File: src/rtl/arb_rr_3_pkg.sv
`default_nettype none
// +------------------------------------------------------------------+
// | arb_rr_3_pkg                                                     |
// | Shared FSM states and 3:1 datapath mux select codes.             |
// | Revision: 1.0                                                    |
// +------------------------------------------------------------------+
package arb_rr_3_pkg;

  typedef enum logic [1:0] {
    ST_IDLE    = 2'd0,
    ST_GRANT   = 2'd1,
    ST_RELEASE = 2'd2
  } state_t;

  localparam logic [1:0] SEL_A = 2'd0;
  localparam logic [1:0] SEL_B = 2'd1;
  localparam logic [1:0] SEL_C = 2'd2;

  function automatic logic [2:0] sel_to_onehot(input logic [1:0] s);
    logic [2:0] v;
    v = 3'b000;
    case (s)
      SEL_A:   v = 3'b001;
      SEL_B:   v = 3'b010;
      SEL_C:   v = 3'b100;
      default: v = 3'b000;
    endcase
    return v;
  endfunction

endpackage
`default_nettype wire

File: src/rtl/arb_rr_3_rr_pick3.sv
`default_nettype none
// +------------------------------------------------------------------+
// | rr_pick3                                                         |
// | Combinational round-robin pick among three requesters.           |
// | Revision: 1.0                                                    |
// +------------------------------------------------------------------+
module rr_pick3
  import arb_rr_3_pkg::*;
(
  input  logic [2:0] req,
  input  logic [1:0] last_winner,
  output logic       valid,
  output logic [1:0] winner
);

  // Search starts at the source after last_winner: a->b->c->a.
  always_comb begin
    valid  = |req;
    winner = SEL_A;
    case (last_winner)
      SEL_A: begin
        if (req[1])      winner = SEL_B;
        else if (req[2]) winner = SEL_C;
        else             winner = SEL_A;
      end
      SEL_B: begin
        if (req[2])      winner = SEL_C;
        else if (req[0]) winner = SEL_A;
        else             winner = SEL_B;
      end
      default: begin
        if (req[0])      winner = SEL_A;
        else if (req[1]) winner = SEL_B;
        else             winner = SEL_C;
      end
    endcase
  end

endmodule
`default_nettype wire

File: src/rtl/arb_rr_3.sv
`default_nettype none
// +------------------------------------------------------------------+
// | arb_rr_3                                                         |
// | 3-source round-robin arbiter with hold timeout for a 3:1 mux.    |
// | Revision: 1.0                                                    |
// +------------------------------------------------------------------+
module arb_rr_3
  import arb_rr_3_pkg::*;
#(
  parameter int MAX_HOLD = 16
) (
  input  logic       clk,
  input  logic       rst,
  input  logic       req_a,
  input  logic       req_b,
  input  logic       req_c,
  input  logic       done,
  output logic       grant_a,
  output logic       grant_b,
  output logic       grant_c,
  output logic [1:0] sel,
  output logic       busy,
  output logic       timeout
);

  localparam int                 c_CNT_W    = $clog2(MAX_HOLD + 1);
  localparam logic [c_CNT_W-1:0] c_CNT_LAST = c_CNT_W'(MAX_HOLD - 1);

  state_t             r_state;
  logic [c_CNT_W-1:0] r_cnt;
  logic [1:0]         r_sel;
  logic [2:0]         r_grant;
  logic               r_busy;
  logic               r_timeout;
  logic [1:0]         r_last;

  state_t             w_state_nxt;
  logic [c_CNT_W-1:0] w_cnt_nxt;
  logic [1:0]         w_sel_nxt;
  logic [2:0]         w_grant_nxt;
  logic               w_busy_nxt;
  logic               w_timeout_nxt;
  logic [1:0]         w_last_nxt;

  logic [2:0]         w_req;
  logic               w_valid;
  logic [1:0]         w_winner;
  logic               w_held;
  logic               w_at_limit;

  assign w_req      = {req_c, req_b, req_a};
  assign w_held     = |(w_req & r_grant);
  assign w_at_limit = (r_cnt == c_CNT_LAST);

  rr_pick3 u_pick (
    .req         (w_req),
    .last_winner (r_last),
    .valid       (w_valid),
    .winner      (w_winner)
  );

  always_ff @(posedge clk or posedge rst) begin
    if (rst) begin
      r_state   <= ST_IDLE;
      r_cnt     <= '0;
      r_sel     <= SEL_A;
      r_grant   <= 3'b000;
      r_busy    <= 1'b0;
      r_timeout <= 1'b0;
      r_last    <= SEL_C;
    end else begin
      r_state   <= w_state_nxt;
      r_cnt     <= w_cnt_nxt;
      r_sel     <= w_sel_nxt;
      r_grant   <= w_grant_nxt;
      r_busy    <= w_busy_nxt;
      r_timeout <= w_timeout_nxt;
      r_last    <= w_last_nxt;
    end
  end

  always_comb begin
    w_state_nxt   = r_state;
    w_cnt_nxt     = '0;
    w_sel_nxt     = r_sel;
    w_grant_nxt   = r_grant;
    w_busy_nxt    = r_busy;
    w_timeout_nxt = 1'b0;
    w_last_nxt    = r_last;
    case (r_state)
      ST_IDLE: begin
        w_grant_nxt = 3'b000;
        w_busy_nxt  = 1'b0;
        if (w_valid) begin
          w_state_nxt = ST_GRANT;
          w_sel_nxt   = w_winner;
          w_grant_nxt = sel_to_onehot(w_winner);
          w_busy_nxt  = 1'b1;
        end
      end
      ST_GRANT: begin
        // done beats the hold limit, and a dropped request is never a timeout.
        if (done || !w_held || w_at_limit) begin
          w_state_nxt   = ST_RELEASE;
          w_grant_nxt   = 3'b000;
          w_busy_nxt    = 1'b0;
          w_last_nxt    = r_sel;
          w_timeout_nxt = !done && w_held;
        end else begin
          w_cnt_nxt = r_cnt + 1'b1;
        end
      end
      ST_RELEASE: begin
        w_state_nxt = ST_IDLE;
        w_grant_nxt = 3'b000;
        w_busy_nxt  = 1'b0;
      end
      default: begin
        w_state_nxt = ST_IDLE;
        w_grant_nxt = 3'b000;
        w_busy_nxt  = 1'b0;
      end
    endcase
  end

  assign grant_a = r_grant[0];
  assign grant_b = r_grant[1];
  assign grant_c = r_grant[2];
  assign sel     = r_sel;
  assign busy    = r_busy;
  assign timeout = r_timeout;

endmodule
`default_nettype wire

File: config.mk
export PLATFORM = sky130hd
export DESIGN_NAME = arb_rr_3
export DESIGN_NICKNAME = d
export VERILOG_FILES = /design/src/rtl/arb_rr_3_pkg.sv /design/src/rtl/arb_rr_3_rr_pick3.sv /design/src/rtl/arb_rr_3.sv
export SDC_FILE = /design/constraint.sdc
export NUM_CORES = 1
export LEC_CHECK = 0
export CAP_MARGIN = 10
export CORE_UTILIZATION = 47
export DETAILED_ROUTE_END_ITERATION = 8
export PLACE_DENSITY = 0.73
export SLEW_MARGIN = 20
export SYNTH_ARGS = -nofsm -noshare
export SYNTH_HDL_FRONTEND = slang
export SYNTH_SLANG_ARGS = --single-unit
File: constraint.sdc
create_clock -name clk -period 2.1 [get_ports clk]
set_input_delay 0.315 -clock clk [delete_from_list [all_inputs] [get_ports clk]]
set_output_delay 0.315 -clock clk [all_outputs]
set_load 0.05 [all_outputs]
==> flow_summary.ini <==
[sta]
drv_slew = 0
finClkSkew_ns = 0.00209
fin_tns_setup_ns = 0
finalHoldViolations = 0
worst_pin_slew_ns = 0.614
rsz0062_at_grt = false
timing.final.crit_share_pct = 93.0
setup_viol_count_final = 0
relSlewSlack_pct = 59.0
whs_ns = 0.405
min_period_ns = 1.95
fmax_mhz = 512

[synth]
netlist.area_leader.share_pct = 52.0
synth_cells = 61
synth_seq_cells = 16
avgSynthCellArea_um2 = 11.8
seq_area_frac_synth_pct = 55.6
syn-num-nets = 69
postSynth.asyncResetShare_pct = 100
synth_top_area_cell = dfrtp_1
ys_types = 31
synthFlopType = dfrtp_1
synth_edf_count = 0
synth_warnings = 0
syn_area_um2 = 722
synth_area_leaders = dfrtp_1 52%, mux2i_1 4.2%, dfstp_2 3.6%, ha_1 3.5%, inv_1 3.1%

[layout]
drive_gt1_share_pct = 15.0
antenna_cells = 0
syn2layout_area_growth_pct = 27.2
layout.nets = 89
finalCoreUtilization_pct = 67.2

[route]
drt-pass1-iter-count = 4
drt-total-wl_um = 1420
vias_per_cell = 5.67
num_vias = 539
wire_per_inst_um = 15.0
route.detailed.drc = 0
drt_first_iter_violations = 9
antenna_left = 0

[clock_tree]
cts_tree = done
cts_buffers = 3
clock_latency_ns = 0.28
cts.sinks = 16
clock_path_buffers = 2
cts_setup_buffers = 0
path_clk_slew_ns = 0.09
h-tree-depth = 1
cts-root-buf = clkbuf_4

[global_route]
track_usage_pct = 20.5
grt_antenna_before_repair = 0
grt_overflow = 0
grt_pass1_vias = 462
grt_max_degree = 17
grt_pass1_wl_um = 2080

[worst_setup_path]
critPathKind = register to register
regToRegEndpoint = r_last[0]
r2r_slack_ns = 0.15
worst-path-max-fanout = 5
r2r_start = r_cnt[0]
arrival_ns = 2.12
crit_path_end_kind = register
crit_required_ns = 2.27
cp-start-kind = register
reg2regPathDepth = 6

[floorplan]
die_w_um = 41.2
ios = 13
core_area_um2 = 1370
initial_core_util_pct = 52.8
die_y_um = 41.2
rows = 13
die-area_um2 = 1700

[place]
dp_hpwl_um = 1000
port_buffers = 12
gp_congestion = 0.729

[pwr]
power_density_nw_per_um2 = 1270
peakVddDrop_v = 0.000821
netSwitchingPower_uw = 479
pwr-share-seq_pct = 39.3
comb_power_share_pct = 46.7
power.total_uw = 1160
p_int_uw = 686
p_leak_uw = 0.000417
p_clk_share_pct = 14.0
sw_frac_of_total_pct = 41.1

[outcome]
status = complete, no violations

[worst_hold_path]
hold_class = input port to asynchronous set/reset pin

[flow_run]
cap_violations = 0
[cells in the final DEF, fill, tap and decap left out, types with 2 or more instances in the layout]
| cell type | synthesis | routed |
|---|---|---|
| o2bb2ai_1 | 2 | 2 |
| nor2_1 | 6 | 6 |
| nor4b_1 | 2 | 2 |
| nand2b_1 | 2 | 2 |
| ha_1 | 2 | 2 |
| inv_1 | 6 | 6 |
| mux2i_1 | 3 | 3 |
| clkdlybuf4s50_1 | 0 | 12 |
| buf_4 | 0 | 4 |
| dfrtp_1 | 15 | 15 |
| clkbuf_4 | 0 | 3 |
[worst max path at each step]
| stage | from | depth (start not counted) | to | slack (ns) |
|---|---|---|---|---|
| after floorplan | r_cnt[0] | 6 | r_last[0] | 0.25 |
| after global placement | r_cnt[0] | 6 | r_last[0] | 0.20 |
| after detailed placement | r_cnt[0] | 6 | r_cnt[1] | 0.17 |
| after CTS | r_cnt[0] | 6 | r_cnt[1] | 0.12 |
| after global routing | r_cnt[0] | 6 | r_last[0] | 0.01 |
| final | r_cnt[0] | 6 | r_last[0] | 0.15 |
[registers in the layout, summed over array words and instances (netlist names)]
register  cells
r_state       2
sel           2
busy          1
timeout       1
r_grant       3
r_last        2
r_cnt         5
[layer usage]
metal  GRT usage, %  vias up  share of wire (%)
met1           28.9      267                 54
met4           9.68        0               0.35
met5              0        -                  0
met3           4.89        2                3.8
li1               -      258                  -
met2           29.3       12                 42
[cells in the mapped netlist, types with 2 or more instances]
cell,n
mux2i_1,3
ha_1,2
o2bb2ai_1,2
inv_1,6
nor2_1,6
nand2b_1,2
dfrtp_1,15
nor4b_1,2
[worst max-delay path: stages, from the launching register on]
cell and delay, ns:
dfrtp_1 0.37, ha_1 0.19, and3_1 0.17, ha_1 0.23, and4bb_2 0.26, a211oi_2 0.26, mux2_2 0.36
[area by class of cell]
class / instances / area (um^2)
Clock buffer: 4 / 26.3
Fill cell: 117 / 448
Inverter: 6 / 22.5
Multi-Input combinational cell: 38 / 299
Sequential cell: 16 / 402
Tap cell: 15 / 18.8
Timing Repair Buffer: 16 / 150
[cells by family after synthesis]
group / share of synthesized area [%]
AND/OR/NAND/NOR: 15.9
multiplexers: 5.72
flip-flops: 55.6
AO/OA/AOI/OAI: 13.0
XOR/XNOR: 2.43
adder cells (fa/ha/maj): 3.47
buffers and inverters: 3.81
[power groups by stage]
| stage | clock network [uW] | logic [uW] | registers [uW] |
|---|---|---|---|
| 6_report | 163 | 544 | 457 |
| 5_1_grt | 187 | 575 | 470 |
| 4_1_cts | 170 | 543 | 458 |
| 3_5_place_dp | 0 | 538 | 463 |
| 3_3_place_gp | 0 | 531 | 459 |
| 2_1_floorplan | 0 | 199 | 607 |
[stage by stage]
step / worst slack [ns] / cells / instance area, um^2
final: 0.146 / 95 / 918
after global routing: 0.0125 / 95 / 918
after CTS: 0.122 / 95 / 912
after detailed placement: 0.173 / 91 / 886
after global placement: 0.200 / 91 / 886
after floorplan: 0.251 / 61 / 722
[what timing repair did]
item	CTS	global route
hold buffers	0	0
setup endpoints to repair	0	3
gates resized for setup	0	1
(Power assumes the default switching activity.)
